===== src/rtl/rename_pkg.sv =====
// ---------------------------------------------------------------------------
// rename_pkg
//   Sizing shared by the rename stage: free list, areg table and ROB.
//   PREG_WIDTH  physical tag width
//   NUM_PREG    total physical registers
//   NUM_AREG    architectural registers (tags 0..NUM_AREG-1 mapped at reset)
//   FREE_DEPTH  free-list capacity
//   FREE_CNT_W  width of a 0..FREE_DEPTH counter
// ---------------------------------------------------------------------------
package rename_pkg;

   localparam int PREG_WIDTH = 6;
   localparam int NUM_PREG   = 64;
   localparam int NUM_AREG   = 32;
   localparam int FREE_DEPTH = NUM_PREG - NUM_AREG;
   localparam int FREE_CNT_W = $clog2(FREE_DEPTH + 1);

   typedef logic [PREG_WIDTH-1:0] preg_tag_t;

endpackage : rename_pkg


===== src/rtl/free_list_ram.sv =====
// ---------------------------------------------------------------------------
// free_list_ram
//   DEPTH x WIDTH storage for the physical-register free list.
//   Contents come out of reset holding INIT_BASE+i in entry i, i.e. the
//   physical tags that are not mapped by the architectural table.
// Ports:
//   clk, rst_n   clock, asynchronous active-low reset
//   we           write enable (synchronous)
//   waddr/wdata  write address / data
//   raddr        read address
//   rdata        read data (combinational)
// ---------------------------------------------------------------------------
module free_list_ram #(
   parameter int DEPTH     = 32,
   parameter int WIDTH     = 6,
   parameter int INIT_BASE = 32,
   localparam int AW       = (DEPTH > 1) ? $clog2(DEPTH) : 1
) (
   input  logic             clk,
   input  logic             rst_n,
   input  logic             we,
   input  logic [AW-1:0]    waddr,
   input  logic [WIDTH-1:0] wdata,
   input  logic [AW-1:0]    raddr,
   output logic [WIDTH-1:0] rdata
);

   logic [WIDTH-1:0] mem [DEPTH];

   always_ff @(posedge clk or negedge rst_n) begin
      if (!rst_n) begin
         for (int i = 0; i < DEPTH; i++) mem[i] <= WIDTH'(INIT_BASE + i);
      end else if (we) begin
         mem[waddr] <= wdata;
      end
   end

   assign rdata = mem[raddr];

endmodule : free_list_ram


===== src/rtl/preg_free_list.sv =====
// ---------------------------------------------------------------------------
// preg_free_list
//   Physical-register free list for rename. Circular FIFO of unmapped
//   physical tags: grants one tag per cycle to rename, reclaims one tag per
//   cycle from retire.
// Ports:
//   clk, rst_n      clock, asynchronous active-low reset
//   alloc_req       rename wants a tag this cycle
//   alloc_gnt       grant; alloc_tag is consumed this cycle
//   alloc_tag       tag at head of list (or bypassed release tag)
//   release_valid   retire returns release_tag (tag 0 is ignored)
//   release_tag     tag being freed
//   free_count      number of free tags held
//   empty / full    free_count == 0 / == DEPTH
//   overflow_err    sticky: a release was dropped on a full list
// Build option:
//   FREE_LIST_BYPASS_EN  when empty, a same-cycle release is handed straight
//                        to a pending request instead of being stored.
// ---------------------------------------------------------------------------
module preg_free_list
   import rename_pkg::*;
#(
   parameter int PREG_WIDTH = rename_pkg::PREG_WIDTH,
   parameter int NUM_PREG   = rename_pkg::NUM_PREG,
   parameter int NUM_AREG   = rename_pkg::NUM_AREG,
   localparam int DEPTH     = NUM_PREG - NUM_AREG,
   localparam int AW        = (DEPTH > 1) ? $clog2(DEPTH) : 1,
   localparam int CW        = $clog2(DEPTH + 1)
) (
   input  logic                  clk,
   input  logic                  rst_n,
   input  logic                  alloc_req,
   output logic                  alloc_gnt,
   output logic [PREG_WIDTH-1:0] alloc_tag,
   input  logic                  release_valid,
   input  logic [PREG_WIDTH-1:0] release_tag,
   output logic [CW-1:0]         free_count,
   output logic                  empty,
   output logic                  full,
   output logic                  overflow_err
);

   logic [AW-1:0]         head, tail;
   logic [CW-1:0]         count;
   logic [PREG_WIDTH-1:0] head_tag;
   logic                  rel_ok;     // release that actually carries a tag
   logic                  pop;        // grant served from storage
   logic                  push;       // release written at tail
   logic                  drop;       // release lost to a full list
   logic                  byp;        // release handed straight to requester

   function automatic logic [AW-1:0] wrap_inc(input logic [AW-1:0] p);
      return (p == AW'(DEPTH - 1)) ? '0 : p + AW'(1);
   endfunction

   assign empty      = (count == '0);
   assign full       = (count == CW'(DEPTH));
   assign free_count = count;

   // x0 is never renamed, so a release of tag 0 carries nothing
   assign rel_ok = release_valid && (release_tag != '0);

`ifdef FREE_LIST_BYPASS_EN
   assign byp = empty && alloc_req && rel_ok;
`else
   assign byp = 1'b0;
`endif

   assign pop       = alloc_req && !empty;
   assign alloc_gnt = pop || byp;
   assign alloc_tag = byp ? release_tag : head_tag;

   // A grant on a full list frees the slot the release needs this cycle
   assign push = rel_ok && !byp && (!full || pop);
   assign drop = rel_ok && full && !pop;

   free_list_ram #(
      .DEPTH     (DEPTH),
      .WIDTH     (PREG_WIDTH),
      .INIT_BASE (NUM_AREG)
   ) u_ram (
      .clk   (clk),
      .rst_n (rst_n),
      .we    (push),
      .waddr (tail),
      .wdata (release_tag),
      .raddr (head),
      .rdata (head_tag)
   );

   always_ff @(posedge clk or negedge rst_n) begin
      if (!rst_n) begin
         head         <= '0;
         tail         <= '0;
         count        <= CW'(DEPTH);
         overflow_err <= 1'b0;
      end else begin
         if (pop)  head <= wrap_inc(head);
         if (push) tail <= wrap_inc(tail);
         if (pop && !push)      count <= count - CW'(1);
         else if (push && !pop) count <= count + CW'(1);
         if (drop) overflow_err <= 1'b1;
      end
   end

endmodule : preg_free_list


===== config.mk =====
export PLATFORM = sky130hd
export DESIGN_NAME = preg_free_list
export DESIGN_NICKNAME = d
export VERILOG_FILES = /design/src/rtl/rename_pkg.sv /design/src/rtl/free_list_ram.sv /design/src/rtl/preg_free_list.sv
export SDC_FILE = /design/constraint.sdc
export NUM_CORES = 1
export LEC_CHECK = 0
export BUFFER_PORTS_ARGS = -buffer_cell sky130_fd_sc_hd__buf_2
export CAP_MARGIN = 20
export CORE_MARGIN = 1
export CORE_UTILIZATION = 40
export CTS_CLUSTER_DIAMETER = 200
export CTS_CLUSTER_SIZE = 20
export DETAILED_ROUTE_END_ITERATION = 8
export SYNTH_ARGS = -nofsm -noshare
export SYNTH_HDL_FRONTEND = slang
export SYNTH_SLANG_ARGS = --single-unit

===== constraint.sdc =====
create_clock -name clk -period 3.18 [get_ports clk]
set_input_delay 0.318 -clock clk [delete_from_list [all_inputs] [get_ports clk]]
set_output_delay 0.318 -clock clk [all_outputs]
set_load 0.02 [all_outputs]

# Word level (Yosys, flattened, before mapping)
# Index checks and enable logic that the tools add are counted.
# op_classes
addsub	4
mul	0
n_div	0
magnitude_cmp	3
n_eq_ne	3
n_shift	0
muxes	10
bitwise_logic	2
n_reduce_logical	16
# op_table
cell	count
bitwise mux 192 bit	1
binary-select mux 6 bit (select 5 bit)	1
demux 6 bit (select 5 bit)	1
2-to-1 mux 6 bit	5
greater-or-equal comparator 6 bit, second input constant	2
inverter 5 -> 6 bit	2
adder 5 x 1 -> 5 bit, second input constant	2
equality test 5 bit, second input constant	2
2-to-1 mux 5 bit	2
logical AND 1 bit	8
adder 6 x 1 -> 6 bit, second input constant	1
equality test 6 bit, second input constant	1
zero test 6 bit	1
< comparator 6 x 1 -> 1 bit, second input constant	1
nonzero test 6 bit	1
subtractor 6 x 1 -> 6 bit, second input constant	1
zero test 1 bit	4
nonzero test 2 bit	1
logical OR 1 bit	1
# totals
reg_bits	209
latch_bits	0
ramBits	0
rom_bits	0
in_bits	10
out_inout_bits	16
n_memories	0

# Longest topological paths before layout
# depth
word_depth	8
ltp_mapped	13

# By module
# A second synthesis with hierarchy kept.
# unflattened
hier_cells	634
area_unflattened_um2	9973.3
# by_module_without_submodules
module	instances	cells_each	area_per_inst_um2
free_list_ram	1	529	8902.3
preg_free_list	1	105	1071.0

# Least setup slack after synthesis
# Ideal clock, no wire load.
# synth_timing
path_type	register to register
startpoint	register count[2], in the netlist free_count[2]
endpoint	register count[5], in the netlist free_count[5]
arrival_ps	3339
setup_slack_ps	-244
path_stages_with_launch	10
path_buffers	0
synth_period_minus_slack_ps	3424
cell_sequence	dfrtp_1 > or3_1 > o41ai_2 > inv_1 > ha_1 > ha_1 > nor4b_1 > a311o_1 > or3b_2 > xor2_1
# synth_between
elab_chain_cells	8
# synth_rtl
item	line_no	rtl
start, declared	preg_free_list.sv:44	logic [CW-1:0] count;
start signal, assigned	preg_free_list.sv:95	count <= CW'(DEPTH);
start signal, assigned	preg_free_list.sv:100	if (pop && !push) count <= count - CW'(1);
start signal, assigned	preg_free_list.sv:101	else if (push && !pop) count <= count + CW'(1);
zero test 6 bit (*)	preg_free_list.sv:56	assign empty = (count == '0);
zero test 1 bit (*)	preg_free_list.sv:69	assign pop = alloc_req && !empty;
logical AND 1 bit (*)	preg_free_list.sv:69	
net alloc_gnt	preg_free_list.sv:33	output logic alloc_gnt,
logical OR 1 bit	preg_free_list.sv:74	assign push = rel_ok && !byp && (!full || pop);
logical AND 1 bit	preg_free_list.sv:74	
zero test 1 bit	preg_free_list.sv:100	
logical AND 1 bit	preg_free_list.sv:100	
2-to-1 mux 6 bit or nonzero test 2 bit (tied branches)	--	
# Mark *: on every way through the listed nets, which the timed path passes. The rest lies on a longest branch. The select of a mux whose other input is x is not followed.
# A chain may end at the register's enable or synchronous reset.

# Worst setup path in the final report
# layout_timing
startpoint	register head[0]
endpoint	output alloc_tag[3]
# layout_between
elab_chain_cells	4
# layout_rtl
item	line_no	rtl
start, declared	preg_free_list.sv:43	logic [AW-1:0] head, tail;
start signal, assigned	preg_free_list.sv:98	if (pop) head <= wrap_inc(head);
inverter 5 -> 6 bit (not written as such)	free_list_ram.sv:38	assign rdata = mem[raddr];
binary-select mux 6 bit (select 5 bit)	free_list_ram.sv:38	
2-to-1 mux 6 bit (not written as such) (2 in a row)	free_list_ram.sv:38	
end, declared	preg_free_list.sv:34	output logic [PREG_WIDTH-1:0] alloc_tag,
# No other way between the ends. The select of a mux whose other input is x is not followed.

==> run summary <==
The x dimension of the die came out at about 170 um. After synthesis, the mean cell area works out to roughly 15 um^2. The clock reaches the later pin of the worst-skew pair after about 0.49 ns. The accumulated negative setup slack came out at 0 ns. The post-detailed-route wirelength per cell came out at 23.27 um. The run finished with clean final reports. The highest ir drop seen on vdd is between 0.4 and 0.5 mV.

The number of buffers created by CTS came out at 14. The maximum clock frequency came out at approximately 0.33 GHz. The global-route wire length before repair is between 30000 and 40000 um. The register clock-pin slew on the reported worst setup and hold paths is around 0.080 ns. On the final layout, the worst hold slack is a little over 0.09 ns. Setup violations remaining at the end of the flow were counted as 0. At the pin with the least slew margin, the transition time is 0.7287 ns. The number of antenna diodes in the final layout is 0.

Including well taps, the total number of placed cells is ~1000. The last weighted congestion value of the routability-driven placer came out at ~0.79. For this run, the total global-route usage over all layers was measured as 0.1906. Traced cell by cell, the critical path runs through buf_8, mux4_2, a22o_1, a211oi_1, a21oi_1, buf_2. The share of the Yosys chip area taken by registers is 0.5052. The endpoint arrival time on the critical path came out at around 2.7 ns.

The remaining global-route overflow is 0. Summed over all layers, the routed wires come to 24670 um. Synthesis produced between 600 and 700 cells.

The number of clock sinks came out at about 210. The number of routed nets with antenna violations is 0. Counting every net in the synthesized netlist gives roughly 720. The power after layout came out at roughly 11000 uW. The critical path required time is 2.86 ns. The count of buffers from port buffering came out at 25. The violation count after the first detailed-route iteration is approximately 380. The number of synthesized register bits came out at 209. The number of buffers and inverters on the critical path is 2. The number of design rule violations left after detail routing is 0.

The post-detailed-placement half-perimeter wirelength is 16810 um. The core box area is roughly 26000 um^2. Max-cap violations in this run came to 0. The final critical path time including I/O delays and setup came out at 3.021 ns. The mean number of vias per cell is slightly below 6. The total I/O pin count is 26. The die is 165.0 um tall. The critical path is of the reg -> out type.

The share of synthesized registers carrying an async set or reset came out at 1.000. The cell family contributing the most delay on the critical path is flip-flops. The final-report max-slew violation count is 0. The number of global-route vias before repair came out at 6645.

For this run, the leading register cell type out of synthesis is dfstp_2. The total die area came out at about 27000 um^2. The initial antenna violation count is 0. The starting density of the core is 0.4080.

The maximum buffer depth of the clock tree is 3. The headroom to the max-slew limit came out at 0.5142. The final worst-path cycle share came out at 0.9500. The type of the worst min-delay path is in -> reg. Of the cells placed in the final design, the portion with a size suffix greater than 1 is 0.6276.

The TritonCTS clock tree is yes. The final setup skew came out at 0.03163 ns. Relative to the synthesized area, the layout overhead comes to 9.863%. The total power per unit cell area is roughly 930 nW/um^2. The leakage power figure is 0.004585 uW. The largest stage delay on the critical path is ~0.67 ns. The Yosys warning count is 0. The slowest stage cell on the critical path is dfrtp_4. The final hold violation count is 0. The post-synthesis cell type count is around 50. The maximum number of pins on one net before global-route repair came out at 77. The count of standard-cell rows came out at 59.

The first TritonRoute pass finished after 4 iterations. The final layout net count is 740. The synthesized design contains 0 enable-type register cells.

The non-filler instance count after layout is 1060. The total number of vias came out at approximately 6000. CTS built an H-tree with a depth of 1. Of all nets on the critical path, the largest fanout is 14. Setup repair after global routing left no endpoint under its margin. Summing every instance area after synthesis gives between 10000 and 15000 um^2. The tree is rooted in a clkbuf_16. STA classifies the critical path endpoint as an output port. The utilization of the core after routing is 0.4482. The layout filler cell count came out at between 2000 and 2500. The type of element launching the critical path is a flip-flop.
[timing repair]
item                                   4_1_cts  5_1_grt
setup endpoints to repair                    2        1
pin swaps                                    0        0
cloned                                       0        0
hold buffers                                 1        0
endpoints found under the hold margin       36        0
buffers inserted                             1        0
resized for setup                            0        1
[synthesized netlist by cell type (5+ instances only)]
cell type  instances  area (um^2)
a21oi_1           12        60.06
dfstp_2          113         2969
a22o_1             6        52.55
buf_6              7        78.83
ha_1              12        150.1
inv_1              7        26.28
nand2_1           11        41.29
mux2i_1           24        240.2
mux4_2            37        833.3
nor4_4            32        680.7
nor2_1            10        37.54
mux2_2           186         2095
a22oi_1            5        37.54
buf_2              7        35.03
o21ai_0            8        40.04
o221ai_1          11        96.34
a211oi_1           7        52.55
mux2_1            10        112.6
nand3_1            5        25.02
clkbuf_1          31        116.4
dfrtp_1           96         2402
[path summary, 6_finish.rpt]
path,endpoint,start,depth (start not counted),slack (ns)
worst max-delay path,alloc_tag[3],head[0],6,0.16
worst min-delay path,u_ram.mem[114],release_tag[0],2,0.09
worst max register to register,free_count[5],free_count[2],9,0.17
worst min register to register,overflow_err,overflow_err,1,0.48
max in group asynchronous,u_ram.mem[12],rst_n,3,1.93
min in group asynchronous,u_ram.mem[118],rst_n,2,0.44
[cell type report]
| class | instances | area (um^2) | area share |
|---|---|---|---|
| sequential | 209 | 5379 | 0.4605 |
| multi-input combinational | 428 | 5000 | 0.4281 |
| timing repair buffer | 57 | 434.2 | 0.03717 |
| tap | 335 | 419.2 | 0.03589 |
| clock buffer | 23 | 405.4 | 0.03471 |
| inverter | 7 | 26.28 | 0.002250 |
| clock inverter | 1 | 16.27 | 0.001393 |
[logic make-up after synthesis]
logic type / Yosys count / share of synthesized area
adder cells (fa/ha/maj): 13 / 0.01601
buffers and inverters: 59 / 0.02801
multiplexers: 257 / 0.3086
XOR/XNOR: 5 / 0.004120
AND/OR/NAND/NOR: 90 / 0.09462
flip-flops: 209 / 0.5052
AO/OA/AOI/OAI: 63 / 0.04343
[through the flow]
| stage | area, um^2 | setup slack, ns |
|---|---|---|
| 2_1_floorplan | 10660 | 0.03209 |
| 3_3_place_gp | 11230 | 0.2942 |
| 3_5_place_dp | 11230 | 0.2191 |
| 4_1_cts | 11680 | 0.06945 |
| 5_1_grt | 11680 | 0.0005158 |
| 6_report | 11680 | 0.1589 |
[sequential cells by signal, indices dropped and copies added, names as in the netlist]
register      cells
u_ram.mem       192
free_count        6
head              5
tail              5
overflow_err      1
[routing by layer]
metal | vias to the layer above | global-route usage | part of all wire
li1 | 2690 | - | -
met3 | 38 | 0.02687 | 0.032
met2 | 97 | 0.3195 | 0.49
met1 | 3324 | 0.2538 | 0.45
met5 | - | 0 | 0
met4 | 0 | 0.06047 | 0.027
[report_power, final]
part	total (uW)	switching, uW	internal, uW	leakage [uW]
combinational	4090	1980	2110	0.00199
clock	1800	910	889	0.000201
sequential	4980	817	4160	0.00240
total	10900	3710	7160	0.00459
[cells in the final DEF (no fill, tap or decap), types with 11 or more instances in the layout]
| master | synthesis | final |
|---|---|---|
| mux2_2 | 186 | 186 |
| dfstp_2 | 113 | 113 |
| dfrtp_1 | 96 | 92 |
| mux4_2 | 37 | 37 |
| nor4_4 | 32 | 32 |
| buf_4 | 4 | 26 |
| mux2i_1 | 24 | 24 |
| buf_2 | 7 | 24 |
| clkbuf_16 | 0 | 15 |
| a21oi_1 | 12 | 12 |
| o221ai_1 | 11 | 11 |
| nand2_1 | 11 | 11 |
| ha_1 | 12 | 11 |
No activity file was read; power rests on OpenSTA's default activity.
